===== config.mk =====
export PLATFORM = sky130hd
export DESIGN_NAME = car_lane_scheduler
export DESIGN_NICKNAME = d
export VERILOG_FILES = /design/src/rtl/car_lane_scheduler.sv
export SDC_FILE = /design/constraint.sdc
export NUM_CORES = 1
export LEC_CHECK = 0
export ABC_AREA = 1
export BUFFER_PORTS_ARGS = -buffer_cell sky130_fd_sc_hd__buf_2
export CAP_MARGIN = 20
export CELL_PAD_IN_SITES_DETAIL_PLACEMENT = 1
export CELL_PAD_IN_SITES_GLOBAL_PLACEMENT = 1
export CORE_MARGIN = 2
export CORE_UTILIZATION = 46
export CTS_CLUSTER_SIZE = 10
export DETAILED_ROUTE_END_ITERATION = 7
export GPL_TIMING_DRIVEN = 1
export MAX_ROUTING_LAYER = met4
export PLACE_DENSITY = 0.82
export SLEW_MARGIN = 30
export SYNTH_ARGS = -nofsm -noshare
export SYNTH_HDL_FRONTEND = slang
export SYNTH_SLANG_ARGS = --single-unit

===== constraint.sdc =====
create_clock -name i_Clk -period 3.2 [get_ports i_Clk]
set_clock_uncertainty 0.05 [all_clocks]
set_input_delay 0.64 -clock i_Clk [delete_from_list [all_inputs] [get_ports i_Clk]]
set_output_delay 0.64 -clock i_Clk [all_outputs]
set_load 0.02 [all_outputs]

===== src/rtl/car_lane_scheduler.sv =====
// rtl/car_lane_scheduler.sv - per-lane car X stepping during vertical blanking; optional feature macro CAR_SPEEDUP_EN
module car_lane_scheduler #(
  parameter int NUM_LANES      = 5,
  parameter int H_VISIBLE_AREA = 640,
  parameter int BASE_PERIOD    = 4,
  parameter int INIT_SPACING   = 128
) (
  input  logic                   i_Clk,
  input  logic                   i_Rst,
  input  logic                   i_Frame_Tick,
  input  logic                   i_Pause,
  input  logic [2:0]             i_Level,
  output logic [NUM_LANES*10-1:0] o_Car_X_Positions,
  output logic [NUM_LANES-1:0]   o_Direction,
  output logic                   o_Busy,
  output logic                   o_Update_Done
);

  localparam int DIV_W  = (BASE_PERIOD + NUM_LANES > 2) ? $clog2(BASE_PERIOD + NUM_LANES) : 1;
  localparam int LANE_W = (NUM_LANES > 1) ? $clog2(NUM_LANES) : 1;
  localparam logic [9:0]        X_MAX     = 10'(H_VISIBLE_AREA - 1);
  localparam logic [LANE_W-1:0] LAST_LANE = LANE_W'(NUM_LANES - 1);

  typedef enum logic [1:0] {
    S_IDLE,
    S_STEP,
    S_DONE
  } state_t;

  state_t            state_q;
  logic [LANE_W-1:0] lane_q;
  logic [9:0]        x_q   [NUM_LANES];
  logic [DIV_W-1:0]  div_q [NUM_LANES];

  int                period;
  logic [DIV_W-1:0]  period_m1;
  logic              expire;
  logic [9:0]        x_next;

`ifdef CAR_SPEEDUP_EN
  logic [2:0]        level_q;
`else
  logic              unused_level;
  assign unused_level = ^i_Level;
`endif

  // Period of the lane being walked, divider expiry and its wrapped next X (compare before arithmetic)
  always_comb begin
    period = BASE_PERIOD + int'(lane_q);
`ifdef CAR_SPEEDUP_EN
    period = period - int'(level_q);
    if (period < 1) period = 1;
`endif
    period_m1 = DIV_W'(period - 1);
    // A divider left above a freshly shortened period expires immediately
    expire = (div_q[lane_q] >= period_m1);
    if (lane_q[0]) begin
      x_next = (x_q[lane_q] == 10'd0) ? X_MAX : x_q[lane_q] - 10'd1;
    end else begin
      x_next = (x_q[lane_q] == X_MAX) ? 10'd0 : x_q[lane_q] + 10'd1;
    end
  end

  // Frame walk FSM: accept an unpaused tick, step one lane per cycle, pulse done, return to idle
  always_ff @(posedge i_Clk) begin
    if (i_Rst) begin
      state_q       <= S_IDLE;
      lane_q        <= '0;
      o_Busy        <= 1'b0;
      o_Update_Done <= 1'b0;
`ifdef CAR_SPEEDUP_EN
      level_q       <= 3'd0;
`endif
      for (int i = 0; i < NUM_LANES; i++) begin
        x_q[i]   <= 10'((i * INIT_SPACING) % H_VISIBLE_AREA);
        div_q[i] <= '0;
      end
    end else begin
      o_Update_Done <= 1'b0;
      case (state_q)
        S_IDLE: begin
          if (i_Frame_Tick && !i_Pause) begin
            state_q <= S_STEP;
            lane_q  <= '0;
            o_Busy  <= 1'b1;
`ifdef CAR_SPEEDUP_EN
            level_q <= i_Level;
`endif
          end
        end
        S_STEP: begin
          if (expire) begin
            div_q[lane_q] <= '0;
            x_q[lane_q]   <= x_next;
          end else begin
            div_q[lane_q] <= div_q[lane_q] + DIV_W'(1);
          end
          if (lane_q == LAST_LANE) begin
            state_q       <= S_DONE;
            o_Busy        <= 1'b0;
            o_Update_Done <= 1'b1;
          end else begin
            lane_q <= lane_q + LANE_W'(1);
          end
        end
        S_DONE: begin
          state_q <= S_IDLE;
        end
        default: begin
          state_q <= S_IDLE;
          o_Busy  <= 1'b0;
        end
      endcase
    end
  end

  // Flatten lane positions onto the output bus; direction alternates right/left by lane parity
  for (genvar g = 0; g < NUM_LANES; g++) begin : g_lane_out
    assign o_Car_X_Positions[10*g +: 10] = x_q[g];
    assign o_Direction[g]                = (g % 2 == 1);
  end

endmodule


Yosys cells after proc, flatten, opt, wreduce, memory -nomap -nowiden. Memories as Yosys holds them, arrays and structs flattened. A register that Yosys moved wholly into a read port is not among the register bits. Index checks and enable logic that the tools add are counted. W data, S select, Z words.

Flip-flop bits (word level): 7. Memory bits (writable): 70. Input bits: 7. Output and inout bits: 57. Word-level logic and storage cells: 68. Memories: 2.

Memory list: x_q (depth 5, width 10, read ports 6, clocked after memory_dff 1, wr ports 5, RTL line 32) `logic [9:0] x_q [NUM_LANES];`; div_q (depth 5, width 4, read ports 1, clocked after memory_dff 1, wr ports 5, RTL line 33) `logic [DIV_W-1:0] div_q [NUM_LANES];`.

Add/sub/neg operators: 6. Order comparisons: 1. Equality and inequality tests: 7. Muxes and demuxes: 34. Bitwise logic cells: 3. Reduce and logical (&&, ||, !) cells: 11.

Operator list (count): $mux W10 (4); $mux W3 (8); $mux W1 (15); $add A10 B1 Y10 const B (1); $eq A10 B10 Y1 const B (1); $logic_not A10 Y1 (1); $reduce_or A10 Y1 (1); $sub A10 B1 Y10 const B (1); $mux W4 (2); $ne A2 B2 Y1 const B (3); $pmux W3 S2 (1); $reduce_and A3 Y1 (2); $add A3 B3 Y4 const A (1); $add A4 B1 Y4 const B (1); $ge A4 B4 Y1 (1); $mux W2 (2); $pmux W2 S2 (1); $reduce_or A4 Y1 (1); $sub A4 B1 Y4 const B (1); $add A3 B1 Y3 const B (1); $eq A3 B3 Y1 const B (1); $pmux W1 S3 (1); $eq A2 B1 Y1 const B (1); $eq A2 B2 Y1 const B (1); other kinds (8) (9).

Longest topological paths before layout.
Depth in word-level cells: 10. Gate-level depth with buffers: 19. Gate-level depth less buffers: 17.

Worst setup path after synthesis. No wires, ideal clock.

Kind: register to register. From: reg (tool-made name). To: mem x_q[0][0], enable pin. Library setup time: 0.323 ns. Arrival: 2.607 ns. Required time: 2.827 ns. Slack: 0.219 ns. Stages on the path, launching flop included: 18. Buffers on the path: 4. Clock period less this slack: 2.981 ns. Path through: dfxtp_1 > buf_6 > inv_6 > buf_6 > buf_6 > o21ai_0 > o22ai_1 > nand2_1 > o21a_1 > inv_1 > ha_1 > a21oi_1 > nand3_1 > nand2_1 > nor2_1 > nand2_1 > clkbuf_1 > nand2_1.

RTL lines (RTL line): end: declaration (32).

==> flow_summary.json <==
{
  "maxSlewViolCount": 0,
  "drive_gt1_frac": 0.2353,
  "combPwrFrac": 0.168,
  "gr-total-overflow": 0,
  "arrival_ps": 3280,
  "drc": 0,
  "gp_congestion": 0.9831,
  "cts_inserted_buffers": 17,
  "rows": 44,
  "seq_power_share": 0.418,
  "crit_chain": "inv_6 > o21ai_0 > o22ai_1 > nand2_1 > nand2_1 > ha_1 > inv_1 > nor2_1 > o211ai_1 > nand3_2 > nor2_4 > inv_1 > nor2_2 > inv_1 > nor2_1",
  "relSlewSlack": 0.5661,
  "cts_sinks": 122,
  "crit_family": "simple AND/OR/NAND/NOR gates",
  "first_global_vias": 5827,
  "yosysUniqueCellTypes": 38,
  "fin_crit_sh": 0.9625,
  "yosysSeqAreaShare": 0.5333,
  "area_delta_synth_final_pct": 15.66,
  "portBuffers": 55,
  "yosys_most_used_dff": "edfxtp_1",
  "pwr-share-clk": 0.414,
  "critical_path_buf_inv_count": 4,
  "dr.pass1.iters": 5,
  "fin_total_pwr_mw": 4.392,
  "leakage_nw": 3.388,
  "fin_util": 0.5378,
  "hold_path_class": "flop to flop",
  "htree_levels": 4,
  "finalSetupViolCount": 0,
  "dp_hpwl_um": 14940,
  "critPathLaunchType": "flop",
  "vias_per_cell": 5.460,
  "wl_um": 20510,
  "instances_no_fill": 1017,
  "track_usage": 0.2742,
  "ys_seq_elements": 122,
  "slowest_stage": "dfxtp_4",
  "antenna_left": 0,
  "worstMarginPinSlew_ps": 644.0,
  "vias": 5553,
  "clkTransAtPathRegs_ps": 60,
  "maxCapViolCount": 0,
  "wl_per_cell_um": 20.17,
  "num_io_pins": 64,
  "syn_area_um2": 6681,
  "period_needed_ps": 3080,
  "peakVddDrop_uv": 365.3,
  "start_util": 0.4650,
  "pwr_density_cell_nw_per_um2": 568.3,
  "die_x_um": 124.5,
  "max_stage_delay_ps": 460,
  "drtIter0Drc": 369,
  "required_ps": 3400,
  "clk_path_buf_depth": 2,
  "max_freq_mhz": 324.7,
  "dieArea_um2": 15510,
  "synthCells": 752,
  "cts_tree": "done",
  "dieHeight_um": 124.5,
  "grt_start_max_net_pins": 30,
  "grt_pass1_wl_um": 31740,
  "end_kind": "flop",
  "finalHoldViolCount": 0,
  "swShare": 0.2892,
  "internal_power_mw": 3.122,
  "yosys_warnings": 0,
  "clock-root-buffer": "clkbuf_16",
  "whs_ps": 442.6,
  "crit_type": "flop to flop",
  "clk_latency_ps": 420,
  "antenna_found_initial": 0,
  "outcome": "complete, no violations",
  "p_sw_mw": 1.270,
  "synth-edff-count": 112,
  "core_um2": 14370,
  "place_inst": 981,
  "fin_nets": 837,
  "ys_async_sr_fraction": 0,
  "crit_fanout": 18,
  "antennaDiodeCount": 0,
  "crit_path_frequent_cell": "inv_1",
  "synth.avg_cell_area_um2": 8.885
}
==> cell usage after synthesis, types with 11 or more instances <==
library cell  instances  area [um2]
inv_1                92       345.3
nand3_2              11       110.1
nand3_1              46       230.2
nand2_1             187       701.9
nor2_1               91       341.6
a21oi_1              20       100.1
edfxtp_1            112        3363
o21ai_0              24       120.1
buf_6                11       123.9
nor2_2               16       100.1
nand2_2              22       137.6
==> logic make-up after synthesis <==
family	after synthesis	share of synthesized area
other	2	0.001124
xor gates and xnor gates	4	0.005243
buffers and inverters	138	0.09663
AOI/OAI and AO/OA	73	0.06405
DFF	122	0.5333
and+or+nand+nor	403	0.2809
adders and majority gates	10	0.01873
==> worst reg2reg max path, delay by kind of cell, from the launching register on <==
family | cells | cell delay, ps
AO/OA/AOI/OAI | 3 | 630
AND/OR/NAND/NOR | 7 | 1020
adder cells (fa/ha/maj) | 1 | 340
buffers and inverters | 4 | 410
flip-flops | 1 | 460
==> flip-flops by register name, summed over array words and instances (netlist names), named ones only <==
| name | count |
|---|---|
| div_q | 32 |
| lane_q | 3 |
| o_Busy | 1 |
| o_Update_Done | 1 |
| state_q | 2 |
| x_q | 80 |
==> area by class of cell <==
class	count	area, um2
Timing Repair inverter	1	5.005
Sequential cell	122	3571
Inverter	103	395.4
Tap cell	184	230.2
Timing Repair Buffer	80	462.9
Multi-Input combinational cell	495	2504
Clock buffer	17	425.4
Clock inverter	15	133.9
Fill cell	1696	6641
==> timing repair <==
action | 4_1_cts | 5_1_grt
setup buffers | 0 | 3
setup endpoints to repair | 5 | 76
gates cloned | 0 | 1
resized for setup | 3 | 7
hold buffers | 0 | 0
==> power groups by stage <==
stage | registers, mW | logic, mW | clock network (mW)
2_1_floorplan | 1.88 | 0.496 | 0
3_3_place_gp | 1.86 | 0.663 | 0
3_5_place_dp | 1.87 | 0.701 | 0
4_1_cts | 1.84 | 0.715 | 1.83
5_1_grt | 1.84 | 0.802 | 1.91
6_report | 1.83 | 0.738 | 1.82
==> layout by cell type (no fill, tap or decap), drive strengths merged, types with 17 or more instances in the layout <==
cell / instances
a21oi: 20
buf: 80
clkbuf: 17
edfxtp: 112
inv: 102
nand2: 215
nand3: 57
nor2: 112
o21ai: 36
==> layer usage <==
| metal | up-vias | global-route usage | wire [um] |
|---|---|---|---|
| met5 | - | - | 0 |
| li1 | 2575 | - | - |
| met2 | 150 | 0.4381 | 10090 |
| met4 | 0 | 0.1157 | 708 |
| met3 | 54 | 0.04940 | 841 |
| met1 | 2774 | 0.3457 | 8872 |
==> worst paths after layout <==
path / start / end / slack [ps] / cells past startpoint
max reg2reg: flop / div_q[1][0] / 120 / 15
max: flop / div_q[1][0] / 120 / 15
min reg2reg: state_q[0] / o_Busy / 440 / 1
min: state_q[0] / o_Busy / 440 / 1
==> through the flow <==
step | cell area, um2 | worst slack [ps] | TNS (ps)
after floorplan | 6693 | 219.4 | 0
after global placement | 7111 | 273.5 | 0
after detailed placement | 7111 | -39.33 | -54.08
after CTS | 7676 | 41.41 | 0
after global routing | 7727 | -45.49 | -395.9
final | 7727 | 120.1 | 0
Note: power is estimated with default switching activity, not from simulation.
